--- src/rtl/instruction_block_loader.sv ---
// Fetches consecutive 512-bit program lines from memory and hands each one to the
// fetch stage as sixteen 32-bit instructions, stopping at the last block or on a halt.
module instruction_block_loader #(
    parameter int ADDR_W     = 42,
    parameter int NUM_BLOCKS = 256
) (
    input  logic                   clk,
    input  logic                   rst,
    input  logic                   start,
    input  logic [ADDR_W-1:0]      base_addr,
    input  logic                   blk_req,
    output logic                   mem_req_valid,
    input  logic                   mem_req_ready,
    output logic [ADDR_W-1:0]      mem_req_addr,
    input  logic                   mem_rsp_valid,
    input  logic [511:0]           mem_rsp_data,
    output logic                   instrVld,
    output logic [15:0][31:0]      instructionsOut,
    output logic                   busy,
    output logic                   done,
    output logic                   rsp_err
);

    localparam int IDX_W = (NUM_BLOCKS > 1) ? $clog2(NUM_BLOCKS) : 1;

    typedef enum logic [2:0] {
        S_IDLE  = 3'd0,
        S_REQ   = 3'd1,
        S_WAIT  = 3'd2,
        S_LOAD  = 3'd3,
        S_READY = 3'd4,
        S_DONE  = 3'd5
    } state_t;

    state_t                 state_q, state_d;
    logic [ADDR_W-1:0]      base_q, base_d;
    logic [IDX_W-1:0]       blk_idx_q, blk_idx_d;
    logic                   pending_q, pending_d;
    logic [ADDR_W-1:0]      addr_q, addr_d;
    logic [15:0][31:0]      instr_q, instr_d;
    logic                   req_valid_q, req_valid_d;
    logic                   vld_q, vld_d;
    logic                   busy_q, busy_d;
    logic                   done_q, done_d;
    logic                   rsp_err_q, rsp_err_d;

    logic                   start_acc_s;
    logic                   halt_s;
    logic                   last_blk_s;

    // A halt is any word with bits 30 and 29 both set.
    function automatic logic block_has_halt(input logic [15:0][31:0] blk);
        logic hit;
        hit = 1'b0;
        for (int i = 0; i < 16; i++) begin
            hit = hit | (blk[i][30] & blk[i][29]);
        end
        return hit;
    endfunction

    assign start_acc_s = start && ((state_q == S_IDLE) || (state_q == S_DONE));
    assign halt_s      = block_has_halt(instr_q);
    assign last_blk_s  = (blk_idx_q == IDX_W'(NUM_BLOCKS - 1));

    // State register.
    always_ff @(posedge clk) begin
        if (rst) begin
            state_q <= S_IDLE;
        end else begin
            state_q <= state_d;
        end
    end

    // Next-state logic.
    always_comb begin
        state_d = state_q;
        case (state_q)
            S_IDLE:  state_d = start ? S_REQ : S_IDLE;
            S_REQ:   state_d = mem_req_ready ? S_WAIT : S_REQ;
            S_WAIT:  state_d = mem_rsp_valid ? S_LOAD : S_WAIT;
            S_LOAD:  state_d = (halt_s || last_blk_s) ? S_DONE : S_READY;
            S_READY: state_d = (blk_req || pending_q) ? S_REQ : S_READY;
            S_DONE:  state_d = start ? S_REQ : S_DONE;
            default: state_d = S_IDLE;
        endcase
    end

    // Output and datapath next values; outputs are registered from the next state.
    always_comb begin
        base_d      = start_acc_s ? base_addr : base_q;

        if (start_acc_s) begin
            blk_idx_d = {IDX_W{1'b0}};
        end else if ((state_q == S_LOAD) && (state_d == S_READY)) begin
            blk_idx_d = blk_idx_q + {{(IDX_W-1){1'b0}}, 1'b1};
        end else begin
            blk_idx_d = blk_idx_q;
        end

        // blk_req arriving while a block is in flight is remembered for READY.
        if (start_acc_s || (state_q == S_READY)) begin
            pending_d = 1'b0;
        end else if (blk_req && ((state_q == S_REQ) || (state_q == S_WAIT) || (state_q == S_LOAD))) begin
            pending_d = 1'b1;
        end else begin
            pending_d = pending_q;
        end

        if (start_acc_s) begin
            addr_d = base_addr;
        end else if ((state_q == S_READY) && (state_d == S_REQ)) begin
            addr_d = base_q + ADDR_W'(blk_idx_q);
        end else begin
            addr_d = addr_q;
        end

        instr_d = ((state_q == S_WAIT) && mem_rsp_valid) ? mem_rsp_data : instr_q;

        if (start_acc_s) begin
            rsp_err_d = 1'b0;
        end else if (mem_rsp_valid && (state_q != S_WAIT)) begin
            rsp_err_d = 1'b1;
        end else begin
            rsp_err_d = rsp_err_q;
        end

        req_valid_d = (state_d == S_REQ);
        vld_d       = (state_d == S_LOAD);
        busy_d      = (state_d != S_IDLE) && (state_d != S_DONE);
        done_d      = (state_d == S_DONE);
    end

    // Datapath and output registers.
    always_ff @(posedge clk) begin
        if (rst) begin
            base_q      <= {ADDR_W{1'b0}};
            blk_idx_q   <= {IDX_W{1'b0}};
            pending_q   <= 1'b0;
            addr_q      <= {ADDR_W{1'b0}};
            instr_q     <= {16{32'h6000_0000}};
            req_valid_q <= 1'b0;
            vld_q       <= 1'b0;
            busy_q      <= 1'b0;
            done_q      <= 1'b0;
            rsp_err_q   <= 1'b0;
        end else begin
            base_q      <= base_d;
            blk_idx_q   <= blk_idx_d;
            pending_q   <= pending_d;
            addr_q      <= addr_d;
            instr_q     <= instr_d;
            req_valid_q <= req_valid_d;
            vld_q       <= vld_d;
            busy_q      <= busy_d;
            done_q      <= done_d;
            rsp_err_q   <= rsp_err_d;
        end
    end

    assign mem_req_valid   = req_valid_q;
    assign mem_req_addr    = addr_q;
    assign instrVld        = vld_q;
    assign instructionsOut = instr_q;
    assign busy            = busy_q;
    assign done            = done_q;
    assign rsp_err         = rsp_err_q;

endmodule

--- config.mk ---
export PLATFORM = sky130hd
export DESIGN_NAME = instruction_block_loader
export DESIGN_NICKNAME = d
export VERILOG_FILES = /design/src/rtl/instruction_block_loader.sv
export SDC_FILE = /design/constraint.sdc
export NUM_CORES = 1
export LEC_CHECK = 0
export CORE_AREA = 2 2 441 443
export CTS_BUF_LIST = sky130_fd_sc_hd__clkbuf_16
export CTS_CLUSTER_DIAMETER = 150
export DETAILED_ROUTE_END_ITERATION = 10
export DIE_AREA = 0 0 443 445
export PLACE_DENSITY_LB_ADDON = 0.12
export RECOVER_POWER = 25
export SLEW_MARGIN = 20
export SYNTH_ARGS = -nofsm -noshare
export SYNTH_HDL_FRONTEND = slang
export SYNTH_SLANG_ARGS = --single-unit
--- constraint.sdc ---
create_clock -name clk -period 5.7 [get_ports clk]
set_input_delay 1.71 -clock clk [delete_from_list [all_inputs] [get_ports clk]]
set_output_delay 1.71 -clock clk [all_outputs]
set_load 0.02 [all_outputs]
==> metrics.txt <==
mux cell area share after synthesis=0.0444%; area delta synth->final=73.7%; RSZ-0062 raised after global routing=no; #FFs+latches synth=around 610; CTS tree=yes; drt wl/cell=21.9 um; crit-path cells=dlygate4sd3_1 > inv_1 > nor3b_1 > nor2_1 > buf_4 > nand2_1 > a21oi_1 > a311o_1; fin. max-slew vios=57; sw frac=between 20% and 30%; post-synthesis compound-gate area fraction=16.2%; Core ar.=192000 um2; CP Launch Type=input port; total I/O pin count=1119; HPWL after detailed placement=108 mm; Logic pwr share=12.2%; Inserted Clock Buffers=between 80 and 90; I/O Buffers=1118; final worst setup slack=between 1 and 1.5 ns; gp weighted congestion=0.824; Total GRT Usage=~14%; dominant synthesized flop cell=dfxtp_1; Simple-Gate Fraction of Synth Area=23.2%; row cnt=between 150 and 200; pin count of the biggest net entering global routing=170; Mean Syn Cell Area=7.94 um2; Routed WL=142 mm; drt first pass iters=5; Tmin final=4.45 ns; Final TNS setup=0 ns; 1st-iter DRT viols=1185; Post-CTS Resized=0; main combinational cell family by area after synthesis=simple AND/OR/NAND/NOR gates; post-synthesis net count=roughly 3400; final setup violation count=0; Worst Max-Slew Pin Slew=2.35 ns; Syn Std Cell Area=around 23000 um2; synth warn=0; Synth top area share=roughly 54%; CTS Hold Bufs=0; max cap viols=2; die height=445 um; Starting Density=a little under an eighth; worst reg-to-reg path cell count=7; asr flop ratio synth=0%; area leader, netlist=dfxtp_1; CP Max Fanout=14; status=complete, but fails checks; sequential fraction of the synthesis area=54.4%; Final Cycle Share=78.1%; CTS Buffer Depth=3; CP Data Required Time=6.29 ns; PwrDens=285 nW/um2; area share of fa/ha/maj cells after synthesis=less than 1%; Post-CTS Setup Inserts=0; Worst path max stage delay=approximately 1.8 ns; failing checks=capacitance limit, slew limit; largest cells by area after synthesis=dfxtp_1 (54%), nand2_1 (19%), a21oi_1 (12%), clkbuf_1 (2.3%), buf_2 (1.3%); first-pass GRT wire length=about 190 mm; Die Span X=443 um; area occupied by multi-input gates=9290 um2; Peak Freq=0.225 GHz; total gr overflow=0; DRC viols=0; CP Capture Type=flop; Distinct cells, synth=69; Final Hold Viols=0; Hold Path Depth=2; Via density=3.61; Vias=23400; sw power=3.05 mW; CP Class=in2reg; critical path arrival=5.04 ns; xor/xnor share of the synthesized area=1.32%; Register Area=12300 um2; vias in the first global route=23300; Clk Latency, worst-skew pair=0.72 ns; leakage=12.9 nW; Max-slew headroom=-57.2%; internal power=8.10 mW; clk sinks=~610; Sequential Power Share=roughly two fifths; Syn Inst Count=~2800; DRT antenna net count=0; slowest stage cell, crit path=nor3b_1; Post-DP Area=between 30000 and 40000 um2; root buffer cell=clkbuf_16; nets=4455; depth of the CTS H-tree=3; Clock Skews=approximately 0.042 ns; Final Util=20.4%; Fill cells=21500; die area=between 150000 and 200000 um2; Peak VDD IR=184 uV; Worst-path clk slew=around 0.060 ns; initial antenna violation count=46; Hold Crit Class=reg2reg; Post-Place Setup Slack=approximately 1.5 ns; final instance area=approximately 39000 um2; fraction of layout cells with a size suffix above 1=approximately 4.4%; Clk pwr share=47.1%; EDFF count, synth=0
## power by group through the flow
stage | Combinational, mW | Clock, mW | Sequential (mW)
2_1_floorplan | 0.382 | 0 | 4.74
3_3_place_gp | 1.40 | 0 | 4.63
3_5_place_dp | 1.40 | 0 | 4.63
4_1_cts | 1.41 | 5.52 | 4.54
5_1_grt | 1.47 | 5.65 | 4.56
6_report | 1.37 | 5.25 | 4.54
## cell usage after synthesis (6+ instances only)
cell type / instances
a31oi_1: 9
xnor2_1: 22
o221ai_1: 13
inv_1: 13
a21oi_1: 558
buf_2: 59
o21ai_0: 13
o22ai_1: 8
nand4_1: 10
nand2_1: 1143
xor2_1: 12
nor3_2: 6
o21ai_1: 8
and3_1: 11
nand3_1: 44
dfxtp_1: 613
buf_6: 7
clkbuf_1: 138
ha_1: 9
nor2_1: 32
and4_1: 8
## worst max-delay path: cells and delay by family
kind | cells | cell delay, ns
simple gates | 3 | 1.97
buf+inv | 3 | 0.93
compound gates | 2 | 0.41
## final cells by class
cell class	count	area share, %
multi-input combinational	2005	23.7
clock inverter	69	1.16
timing repair buffer	1165	29.9
inverter	13	0.125
sequential	613	31.3
clock buffer	89	5.68
antenna	11	0.0703
tap	2526	8.07
## layer usage
metal	part of all wire [%]	GRT usage, %	vias to the layer above
met2	51	23.9	672
met3	7.0	4.48	187
li1	-	-	11500
met4	2.6	4.64	22
met1	40	15.9	11100
met5	0.11	0	-
## cell families (layout without fill, tap and decap cells)
| kind of cell | count (synthesis) | after routing |
|---|---|---|
| buffers and inverters | 222 | 1336 |
| and+or+nand+nor | 1296 | 1296 |
| adders and majority gates | 10 | 10 |
| other | 0 | 11 |
| xor gates and xnor gates | 34 | 34 |
| muxes | 1 | 1 |
| AOI/OAI and AO/OA | 664 | 664 |
| DFF | 613 | 613 |
## cells in the final DEF, fill, tap and decap left out, types with 12 or more instances in the layout
cell type	Yosys	final
o21ai_0	13	13
o221ai_1	13	13
nand3_1	44	45
clkinv_1	0	19
buf_4	2	22
inv_1	13	43
a21oi_1	558	558
nand2_1	1143	1144
buf_12	0	15
xnor2_1	22	22
clkdlybuf4s50_1	0	1114
dfxtp_1	613	613
xor2_1	12	12
nor2_1	32	31
clkbuf_16	0	89
## state kept, by name, summed over array words and instances (netlist names)
| name | count |
|---|---|
| instructionsOut | 512 |
| base_q | 42 |
| mem_req_addr | 42 |
| blk_idx_q | 8 |
| state_q | 3 |
| busy | 1 |
| done | 1 |
| instrVld | 1 |
| mem_req_valid | 1 |
| pending_q | 1 |
| rsp_err | 1 |
## through the flow
stage	hold slack [ns]	instances	power (mW)
6_report	0.450	6491	11.1
5_1_grt	0.465	6489	11.7
4_1_cts	0.454	6480	11.5
3_5_place_dp	0.446	6322	6.03
3_3_place_gp	0.441	6322	6.03
2_1_floorplan	0.441	2840	5.12
## final timing paths
path | from | to | slack, ns
worst max register to register | state_q[0]$_SDFF_PP0_ | mem_req_addr[15]$_SDFFE_PP0P_ | 2.11
worst min register to register | instructionsOut[319]$_SDFFE_PP0P_ | instructionsOut[319]$_SDFFE_PP0P_ | 0.45
worst min-delay path | instructionsOut[319]$_SDFFE_PP0P_ | instructionsOut[319]$_SDFFE_PP0P_ | 0.45
worst max-delay path | start | mem_req_addr[15]$_SDFFE_PP0P_ | 1.25
Note: power is estimated with default switching activity, not from simulation.
